**config.mk**
```make
export PLATFORM = sky130hd
export DESIGN_NAME = matrix_operand_loader
export DESIGN_NICKNAME = d
export VERILOG_FILES = /design/src/rtl/matrix_operand_loader.sv
export SDC_FILE = /design/constraint.sdc
export NUM_CORES = 1
export LEC_CHECK = 0
export ABC_CLOCK_PERIOD_IN_PS = 3300
export CORE_MARGIN = 3
export CORE_UTILIZATION = 40
export DETAILED_ROUTE_END_ITERATION = 7
export GPL_ROUTABILITY_DRIVEN = 0
export PLACE_DENSITY = 0.79
export SKIP_LAST_GASP = 1
export SLEW_MARGIN = 20
export SYNTH_ARGS = -nofsm -noshare
export SYNTH_HDL_FRONTEND = slang
export SYNTH_SLANG_ARGS = --single-unit
```
**constraint.sdc**
```tcl
create_clock -name clk -period 3.3 [get_ports clk]
set_input_delay 0.66 -clock clk [delete_from_list [all_inputs] [get_ports clk]]
set_output_delay 0.66 -clock clk [all_outputs]
set_load 0.03 [all_outputs]
```
**src/rtl/matrix_operand_loader.sv**
```systemverilog
// Operand feeder for matrix_mult. It collects matrix A and then matrix B one element per beat,
// and holds both until the multiplier accepts them. Optional load_clr: MATRIX_LOADER_CLEAR_EN.
module matrix_operand_loader #(
   parameter int unsigned ROWS   = 2,
   parameter int unsigned COLS   = 2,
   parameter int unsigned ELEM_W = 2,
   localparam int unsigned N     = ROWS * COLS,
   localparam int unsigned IW    = (N > 1) ? $clog2(N) : 1
) (
   input  logic                clk,
   input  logic                reset_n,
   input  logic                in_valid,
   output logic                in_ready,
   input  logic [ELEM_W-1:0]   in_data,
   output logic [N*ELEM_W-1:0] mat_a,
   output logic [N*ELEM_W-1:0] mat_b,
   output logic                mat_valid,
   input  logic                mat_ready,
`ifdef MATRIX_LOADER_CLEAR_EN
   input  logic                load_clr,
`endif
   output logic [1:0]          load_phase,
   output logic [IW-1:0]       elem_idx
);

   typedef enum logic [1:0] {
      StLoadA = 2'd0,
      StLoadB = 2'd1,
      StHold  = 2'd2
   } state_e;

   state_e              state_q, state_d;
   logic [IW-1:0]       idx_q, idx_d;
   logic [N*ELEM_W-1:0] mat_a_q, mat_b_q;
   logic                clr;
   logic                accept;
   logic                last;
   logic                wr_a, wr_b;

`ifdef MATRIX_LOADER_CLEAR_EN
   assign clr = load_clr;
`else
   assign clr = 1'b0;
`endif

   // Ready and valid come from registered state only, so valid never feeds back into ready.
   assign in_ready   = (state_q != StHold);
   assign mat_valid  = (state_q == StHold);
   assign load_phase = state_q;
   assign elem_idx   = idx_q;
   assign mat_a      = mat_a_q;
   assign mat_b      = mat_b_q;

   assign accept = in_valid & in_ready;
   assign last   = (idx_q == IW'(N - 1));
   assign wr_a   = accept & ~clr & (state_q == StLoadA);
   assign wr_b   = accept & ~clr & (state_q == StLoadB);

   always_comb begin
      state_d = state_q;
      idx_d   = idx_q;
      if (clr) begin
         state_d = StLoadA;
         idx_d   = '0;
      end else begin
         unique case (state_q)
            StLoadA: begin
               if (accept) begin
                  if (last) begin
                     idx_d   = '0;
                     state_d = StLoadB;
                  end else begin
                     idx_d = idx_q + IW'(1);
                  end
               end
            end
            StLoadB: begin
               if (accept) begin
                  if (last) begin
                     idx_d   = '0;
                     state_d = StHold;
                  end else begin
                     idx_d = idx_q + IW'(1);
                  end
               end
            end
            StHold: begin
               if (mat_ready) begin
                  state_d = StLoadA;
               end
            end
            default: begin
               state_d = StLoadA;
               idx_d   = '0;
            end
         endcase
      end
   end

   always_ff @(posedge clk or negedge reset_n) begin
      if (!reset_n) begin
         state_q <= StLoadA;
         idx_q   <= '0;
      end else begin
         state_q <= state_d;
         idx_q   <= idx_d;
      end
   end

   // Operand storage is not cleared after transfer; each element is overwritten on reload.
   always_ff @(posedge clk or negedge reset_n) begin
      if (!reset_n) begin
         mat_a_q <= '0;
         mat_b_q <= '0;
      end else begin
         if (wr_a) begin
            mat_a_q[idx_q*ELEM_W +: ELEM_W] <= in_data;
         end
         if (wr_b) begin
            mat_b_q[idx_q*ELEM_W +: ELEM_W] <= in_data;
         end
      end
   end

endmodule
```
After elaboration in Yosys (flattened, before gate mapping)
Cells that the tools add are included.
{"block": "word_totals", "reg_bits": 20, "inputBits": 6, "output_inout_bits": 22, "elab_cells": 37}
{"block": "op_classes", "n_addsub": 2, "n_eq_ne": 10, "n_shift": 2, "n_mux": 11, "bitwise": 4, "n_reduce_logical": 4}
{"op": "negation 3 -> 34 bit", "count": 1}
{"op": "variable shift 2 x 34 -> 8 bit (first input constant)", "count": 1}
{"op": "variable part select 2 x 34 -> 8 bit", "count": 1}
{"op": "bitwise mux 8 bit", "count": 2}
{"op": "two-way mux 2 bit", "count": 7}
{"op": "!= test 2 bit (second input constant)", "count": 5}
{"op": "one-hot mux 2 bit (3 select lines)", "count": 1}
{"op": "AND reduction 5 bit", "count": 1}
{"op": "equality test 2 bit (second input constant)", "count": 2}
{"op": "!= test 2 x 1 -> 1 bit (second input constant)", "count": 2}
{"op": "one-hot mux 2 bit (2 select lines)", "count": 1}
{"op": "bitwise AND 1 bit", "count": 3}
{"op": "adder 2 x 1 -> 2 bit (second input constant)", "count": 1}
{"op": "equality test 2 x 1 -> 1 bit (second input constant)", "count": 1}
{"op": "logical NOT 2 bit", "count": 1}
{"op": "AND reduction 2 bit", "count": 1}
{"op": "OR reduction 2 bit", "count": 1}
{"op": "NOT 1 bit", "count": 1}

Longest topological paths before layout
Gate-level depths: netlist (run 1).
{"block": "logic_depth", "word_depth": 4, "ltp_mapped": 6, "mapped_depth_nobuf": 5}

Worst setup path before layout (run 1)
OpenSTA, ideal clock, no wires.
{"block": "synth_path", "kind": "reg-to-output", "start": "register state_q[1] (netlist: load_phase[1])", "end": "output mat_valid", "arrival_ns": 1.266, "t_required_ns": 2.640, "path_slack_ns": 1.374, "stages_incl_launch_ff": 3, "n_path_buf": 0, "path_cell_list": "dfrtp_1 -> nand2b_1 -> inv_1"}
{"block": "synth_via", "elab_chain_len": 1}
{"element": "start: declaration", "line_no": "32", "rtl": "state_e state_q, state_d;"}
{"element": "start signal: assignment", "line_no": "102", "rtl": "state_q <= StLoadA;"}
{"element": "start signal: assignment", "line_no": "105", "rtl": "state_q <= state_d;"}
{"element": "equality test 2 bit", "line_no": "48", "rtl": "assign mat_valid = (state_q == StHold);"}
{"element": "end: declaration", "line_no": "17", "rtl": "output logic mat_valid,"}
No other way between the ends.

Worst setup path in the final report (run 1)
{"block": "layout_path", "start": "register state_q[0] (netlist: load_phase[0])", "end": "output mat_valid"}
Same word-level chain as after synthesis.

==> results.txt, run 1 <==
The TritonCTS buffer count came out at 3. For this design, the sink count on the clock tree is 20. Detailed placement ended at an HPWL of 1480 um. The total number of yosys warnings came out at 0. The analysis attributes to cell leakage a power of ~0.00061 uW.

The worst setup path is launched from a register. The final hold violation count was 0. The hold-fix buffer count after cts is 0.

The number of fill cells is 207. The library cells used most frequently in the layout, excluding fill and tap cells, are sky130_fd_sc_hd__clkdlybuf4s50_1 (27), sky130_fd_sc_hd__dfrtp_1 (20), sky130_fd_sc_hd__nand2_1 (10). After the last flow step, the layout net total stands at ~120. The ratio of routed vias to standard cells is around 5. The run finished with clean final reports.

By startpoint and endpoint, the worst setup path is classified as reg -> out. The kind of capture point of the worst setup path is an output pin. The boundary pin count came out at 28.

Leaving out fill and tap cells, the most frequent cell in the layout is sky130_fd_sc_hd__clkdlybuf4s50_1. The number of antenna violations at the first check in global routing came out at 0. The final worst clock skew is between 0.004 and 0.005 ns. In the final layout, flip-flops and latches occupy between 500 and 600 um2.

For this block, the routed nets add up to approximately 1900 um of wire. The via count of the first global-routing pass came to roughly 700. The delay of the slowest cell on the worst path is ~0.67 ns. The area growth from synthesis to layout is 34.8%. The setup slack at placement came out at between 1 and 1.5 ns.

The number of levels in the clock H-tree is 1. The effective utilization at floorplan is between 40% and 50%. Setup repair after global routing left no endpoint under its margin.

The floorplan step defined a die boundary enclosing 3040 um2. STA puts the critical path data arrival time at 1.76 ns. Synthesis handed over a netlist of 79 instances.

Of the available clock period, the critical path in the final layout requires between 70 and 80%. The required time of the critical path came out at around 2.6 ns. The tree is rooted in a sky130_fd_sc_hd__clkbuf_4. The global-route wire length before repair came out at slightly above 3000 um. The critical-path maximum fanout came out at 5.

Together, buffers and inverters on the worst path number 2. The critical path goes through nand2b_1 -> inv_1 -> clkdlybuf4s50_1. The class of the most critical hold timing path is reg -> reg. The worst supply voltage drop on vdd is 0.494 mV.

The clock-pin slew on the worst setup and hold paths came out at around 0.11 ns. The total area inside the core boundary comes to around 2300 um2. The floorplan die height came out at 55.1 um.

The register area share after synthesis came out at roughly 52%. The setup slack after layout came out at approximately 0.88 ns. The largest net degree at the start of global routing came out at 21.

The multi-input logic area is 445 um2. The power per unit of standard cell area is ~930 nW/um2. The count of unique library cells instantiated by Yosys is 21.

The remaining global-route overflow is 0. On the critical path, the stage with the largest delay is an instance of sky130_fd_sc_hd__clkdlybuf4s50_1. The total inserted antenna cells is 0. The via count came out at 694. The pre-antenna-repair detailed-routing pass consisted of 3 iterations.

Adding up every negative setup slack in the final design gives 0 ns. The mean post-synth cell area came out at approximately 12 um2. The number of buffers on the longest clock path is 2. The slew at the pin closest to its max-slew limit is a little under 0.9 ns.

The floorplan has 17 rows. The relative slew slack came out at about 42%. The number of max-cap violations is 0.

The setup check on the worst reg-to-reg path leaves a slack of around 1.3 ns. The port buffer count is 27. Setup violations remaining at the end of the flow were counted as 0. The global-route usage over all layers is 14.3%. The met3 layer wire length in the routed design is 79 um. In this run, synthesis produced a sequential element count of 20. Static timing analysis puts the maximum clock frequency at ~0.41 GHz.

The total nets after synthesis came out at 90. The detailed router used layers up to and including met4. The clock insertion delay at the later pin of the skew report came out at ~0.30 ns.

In the final routed layout, each cell accounts on average for 13.8 um. Of the cells placed in the final design, the portion with a size suffix greater than 1 is 14.7%. The detailed-route wire length on metal 1 came out at about 860 um. The met2 wire length came out at approximately 910 um. TritonCTS built the clock tree. The die is 55.1 um wide. The count of antenna-violating nets left after detailed routing is 0. The number of max-slew violations in the final report came out at 0. The number of buffers inserted by post-CTS setup repair is 0. The smallest clock period supported by the final layout is computed as 2.42 ns.

Summing every instance area after synthesis gives roughly 970 um2. The dominant delay contributor by cell family on the critical path is buffers and inverters. For this run, design rule violations remaining after detail routing come to 0. The design draws 1210 uW.

The first-iteration detailed-routing DRC count is 1. The count of cells resized by post-cts repair is 0.
## worst register-to-register path, delay by kind of cell, from the launching register on
kind | cells | cell delay [ns]
flops | 1 | 0.56
fa+ha+maj | 1 | 0.40
buf+inv | 1 | 0.19
simple gates | 2 | 0.57
mux | 1 | 0.23
## layout make-up
class	count	share of cell area [%]
clock buffers	4	2.79
flip-flops and latches	20	38.4
multi-input cells	54	34.2
inverters	4	1.15
repair buffers	27	20.7
well taps	28	2.69
## registers in the layout (all words and copies together), names as in the netlist
| name | flops |
|---|---|
| elem_idx | 2 |
| mat_b | 8 |
| mat_a | 8 |
| load_phase | 2 |
## per-stage QoR
step	instances	util, %	area (um2)	hold WS (ns)
2_1_floorplan	79	-	966	0.364
3_3_place_gp	133	56.2	1270	0.476
3_5_place_dp	133	56.2	1270	0.480
4_1_cts	137	57.8	1300	0.513
5_1_grt	137	57.8	1300	0.524
6_report	137	57.8	1300	0.504
## report_power, final
part | switching (uW) | leakage (uW) | internal (uW)
clock | 72.7 | 0.0000210 | 67.3
sequential | 73.4 | 0.000271 | 331
combinational | 379 | 0.000317 | 286
total | 525 | 0.000609 | 684
## path summary, 6_finish.rpt
kind	from	end	cells past startpoint
min reg2reg	mat_a[2]	mat_a[2]	1
min in group asynchronous	reset_n	mat_b[1]	1
max in group asynchronous	reset_n	mat_a[3]	1
max	load_phase[0]	mat_valid	3
max reg2reg	elem_idx[0]	mat_b[3]	5
min	mat_a[2]	mat_a[2]	1
## per-layer routing
layer  vias to the layer above  global-route usage (%)
li1                        336                       -
met1                       336                    18.7
met2                        18                    22.4
met3                         4                    3.22
met4                         0                    6.07
met5                         -                       0
## cells by family after synthesis
family | Yosys count | synth area share, %
buf+inv | 5 | 2.07
fa+ha+maj | 5 | 6.48
simple gates | 27 | 16.5
xor+xnor | 1 | 0.907
flops | 20 | 51.8
mux | 17 | 19.7
compound gates | 4 | 2.59
## synthesized netlist by cell type
cell	instances	area share, %
sky130_fd_sc_hd__inv_1	4	1.6
sky130_fd_sc_hd__nor2_1	3	1.2
sky130_fd_sc_hd__and3b_2	1	1.0
sky130_fd_sc_hd__o41ai_1	1	0.91
sky130_fd_sc_hd__nor3_1	4	2.1
sky130_fd_sc_hd__o21ai_0	2	1.0
sky130_fd_sc_hd__nand2_1	10	3.9
sky130_fd_sc_hd__nand2b_1	2	1.3
sky130_fd_sc_hd__mux2_1	8	9.3
sky130_fd_sc_hd__mux2i_1	1	1.0
sky130_fd_sc_hd__clkbuf_2	1	0.52
sky130_fd_sc_hd__ha_1	5	6.5
sky130_fd_sc_hd__dfrtp_1	20	52
sky130_fd_sc_hd__nor4_1	1	0.65
sky130_fd_sc_hd__or2b_2	2	1.8
sky130_fd_sc_hd__nand3b_1	1	0.78
sky130_fd_sc_hd__nor4b_1	2	1.8
sky130_fd_sc_hd__xor2_1	1	0.91
sky130_fd_sc_hd__mux2_2	8	9.3
sky130_fd_sc_hd__nor3b_4	1	1.9
sky130_fd_sc_hd__o22ai_1	1	0.65
Note: power is estimated with default switching activity, not from simulation.
==> inputs of run 2 (changes only) <==
--- a/config.mk
+++ b/config.mk
@@ -5,7 +5,7 @@
 export SDC_FILE = /design/constraint.sdc
 export NUM_CORES = 1
 export LEC_CHECK = 0
-export ABC_CLOCK_PERIOD_IN_PS = 3300
+export ABC_CLOCK_PERIOD_IN_PS = 2500
 export CORE_MARGIN = 3
 export CORE_UTILIZATION = 40
 export DETAILED_ROUTE_END_ITERATION = 7
==> constraint.sdc (replaced) <==
create_clock -name clk -period 2.5 [get_ports clk]
set_input_delay 0.5 -clock clk [delete_from_list [all_inputs] [get_ports clk]]
set_output_delay 0.5 -clock clk [all_outputs]
set_load 0.03 [all_outputs]
==> run 2 against run 1 <==
  * First-iteration DRC count rose to 19 times the previous value
  * Final cell count up 0.73%
  * Wire length up 2.6%
  * Setup slack worse by 0.67 ns
  * Global-route usage up 0.83 points
  * Die area unchanged
  * Clock skew up 0.0037 ns
  * Register-to-register slack worse by 0.74 ns
  * Core utilization up 0.33 points
  * Critical path depth unchanged
==> results.txt, run 2 (synthesis gave the netlist of run 1 again) <==
The worst register-to-register path begins at elem_idx[0]. The critical-path maximum fanout came out at 5 (unchanged). The effective utilization at floorplan came to 42.8% (unchanged).

The total inserted antenna cells came out at 0 (unchanged). The core outline area was 2250 um2 (unchanged). The internal power component came out at 904 uW (+32%). The clock insertion delay at the later pin of the skew report is 0.30 ns (about the same). The arrival time of the worst setup path is 1.79 ns (+0.03 ns). The number of cells traversed by the worst register-to-register path came out at 5 (unchanged). The detailed-route wire length per cell came out at 14.0 um (+1.9%). The combinational share of power was 55.2% (+0.2 points). The filler-free cell count of the finished design is 138 (+0.73%).

The global-route usage over all layers is 15.1% (+0.83 points). The startpoint identified for the worst hold timing path is mat_a[3]. In this run the most used layer during global routing was met2.

The critical path goes through nand2b_1 -> inv_1 -> clkdlybuf4s50_1. The final hold violation count came to 0 (unchanged). The sum of net half-perimeters after detailed placement is 1490 um (+0.31%). The DRC violation count after routing came out at 0 (unchanged). The global routing met1 resource utilization came out at 19.2% (+0.50 points). The TritonCTS buffer count is 3 (unchanged). The delay of the slowest cell on the worst path came out at 0.68 ns (about the same). The clock tree root buffer cell is sky130_fd_sc_hd__clkbuf_4.

The flow ran to the end, and the final reports show no timing, DRC or antenna violations. The number of failing setup endpoints in the final timing report came out at 0 (unchanged). The number of buffers on the longest clock path was 2 (unchanged).

The number of sinks handled by clock tree synthesis came out at 20 (unchanged). The count of antenna-violating nets left after detailed routing came to 0 (unchanged). The via count came to 718 (+3.5%).

The worst supply voltage drop on vdd is 0.742 mV (+50%). The via count of the first global-routing pass was 731 (+4.9%). The largest net degree at the start of global routing came out at 21 (unchanged). The power per unit of standard cell area came out at 1220 nW/um2 (+31%).

The die area came out at 3040 um2 (unchanged). The cell family contributing the most delay on the critical path is buffers and inverters. On the critical path, the stage with the largest delay is an instance of sky130_fd_sc_hd__clkdlybuf4s50_1. The met2 usage came out at 24.0% (+1.6 points). The synthesis-to-finish area growth is 35.6%. The net switching component of the power came out at 692 uW (+32%). The post-route setup TNS came out at 0 ns (unchanged). The global-route wire length before repair is 3190 um (+4.5%). The hold path depth is 1 (unchanged).

The number of buffer and inverter stages on the critical path was 2 (unchanged). Setup repair after global routing left no endpoint under its margin. The switching portion of total power came out at 43.3% (-0.075 points).

STA classifies the critical path startpoint as a register. The horizontal extent of the die was 55.1 um (unchanged). The number of antenna violations at the first check in global routing is 0 (unchanged). The worst setup path is captured at an output pin. Leaving out fill and tap cells, the most frequent cells in the layout are sky130_fd_sc_hd__clkdlybuf4s50_1 (27), sky130_fd_sc_hd__dfrtp_1 (20), sky130_fd_sc_hd__nand2_1 (10).

The ratio of routed vias to standard cells was 5.20 (+2.7%). The total detailed-routing wirelength came to 1940 um (+2.6%). The first-iteration detailed-routing DRC count came out at 19 (+18). The boundary pin count came out at 28 (unchanged). The count of cells resized by post-cts repair is 0 (unchanged).

The relative slew slack came out at 72.1% (+30 points). The slew at the pin closest to its max-slew limit came out at 0.413 ns (-0.454 ns). The minimum clock period after layout is roughly 2.3 ns. The highest attainable clock frequency is 0.437 GHz.

The routing usage on met3 is 2.68% (-0.54 points). The tightest min-delay check is of the reg -> reg type. The number of max-cap violations was 0 (unchanged). The critical path depth in cells came out at 3 (unchanged).

The power share of the sequential group was 33.4% (about the same). The final critical-path share of the clock period is 91.6%. Leaving out fill and tap cells, the most frequent cell in the layout is sky130_fd_sc_hd__clkdlybuf4s50_1. The floorplan die height is 55.1 um (unchanged). The post-route worst hold slack came out at 0.506 ns (+0.00146 ns). The port buffer count is 27 (unchanged). The leakage power was 0.000614 uW (+0.79%). The proportion of layout cells with a drive suffix above 1 is 15.5% (+0.78 points). The critical path in this run is classified as reg -> out. The worst-case register-to-register setup slack is 0.56 ns (-0.74 ns). The number of buffers inserted by post-CTS setup repair came out at 0 (unchanged). The number of max-slew violations in the final report is 0 (unchanged).

The endpoint of the worst hold path is mat_a[3]. The worst register-to-register path ends at mat_b[3]. The hold-fix buffer count after cts is 0 (unchanged). The number of cells in the design after placement came out at 134 (+0.75%). The total iterations of the first detailed-routing run is 4 (+1). The number of core rows is 17 (unchanged). The final net count is 122 (+0.83%). The required time of the critical path came out at 2.00 ns (-0.64 ns). The final worst clock skew came out at 0.00793 ns (+0.00369 ns).

The number of levels in the clock H-tree is 1 (unchanged). The clock-pin slew on the worst setup and hold paths came out at 0.11 ns (about the same). The clock network power share came out at 11.5% (about the same). The remaining global-route overflow is 0 (unchanged). The clock tree from TritonCTS is yes.
==> run 2: layout make-up <==
cell class / count / area, um2
well taps: 28 / 35.0
multi-input cells: 54 / 445
inverters: 4 / 15.0
flip-flops and latches: 20 / 500
clock buffers: 4 / 36.3
fillers: 210 / 945
repair buffers: 28 / 278
==> run 2: layer usage <==
| metal | up-vias | routed length, um |
|---|---|---|
| li1 | 335 | - |
| met1 | 354 | 854 |
| met2 | 25 | 919 |
| met3 | 4 | 115 |
| met4 | 0 | 48 |
| met5 | - | 0 |
==> run 2: power groups by stage <==
stage	registers, uW	logic, uW	clock network (uW)
after floorplan	760	325	0
after global placement	536	867	0
after detailed placement	542	878	0
after CTS	534	884	189
after global routing	551	957	202
final	532	880	183
==> run 2: worst max-delay path by stage <==
stage	start	end	slack, ns
final	load_phase[0]	mat_valid	0.21
after CTS	load_phase[0]	mat_valid	0.22
after global routing	load_phase[1]	mat_valid	0.11
after floorplan	elem_idx[0]	mat_b[7]	0.61
after detailed placement	in_valid	mat_a[6]	0.54
after global placement	in_valid	mat_a[7]	0.56
==> run 2: worst register-to-register path: cells and delay by family (launching register included) <==
| family | cells | cell delay (ns) |
|---|---|---|
| fa+ha+maj | 1 | 0.39 |
| buf+inv | 1 | 0.16 |
| flops | 1 | 0.53 |
| mux | 1 | 0.23 |
| simple gates | 2 | 0.58 |
==> run 2: metrics by stage <==
stage	setup WS (ns)	power [uW]	utilization (%)	instance area, um2
floorplan	0.611	1080	-	966
global placement	0.557	1400	56.5	1270
detailed placement	0.544	1420	56.5	1270
CTS	0.217	1610	58.1	1310
global route	0.114	1710	58.1	1310
finish	0.210	1600	58.1	1310
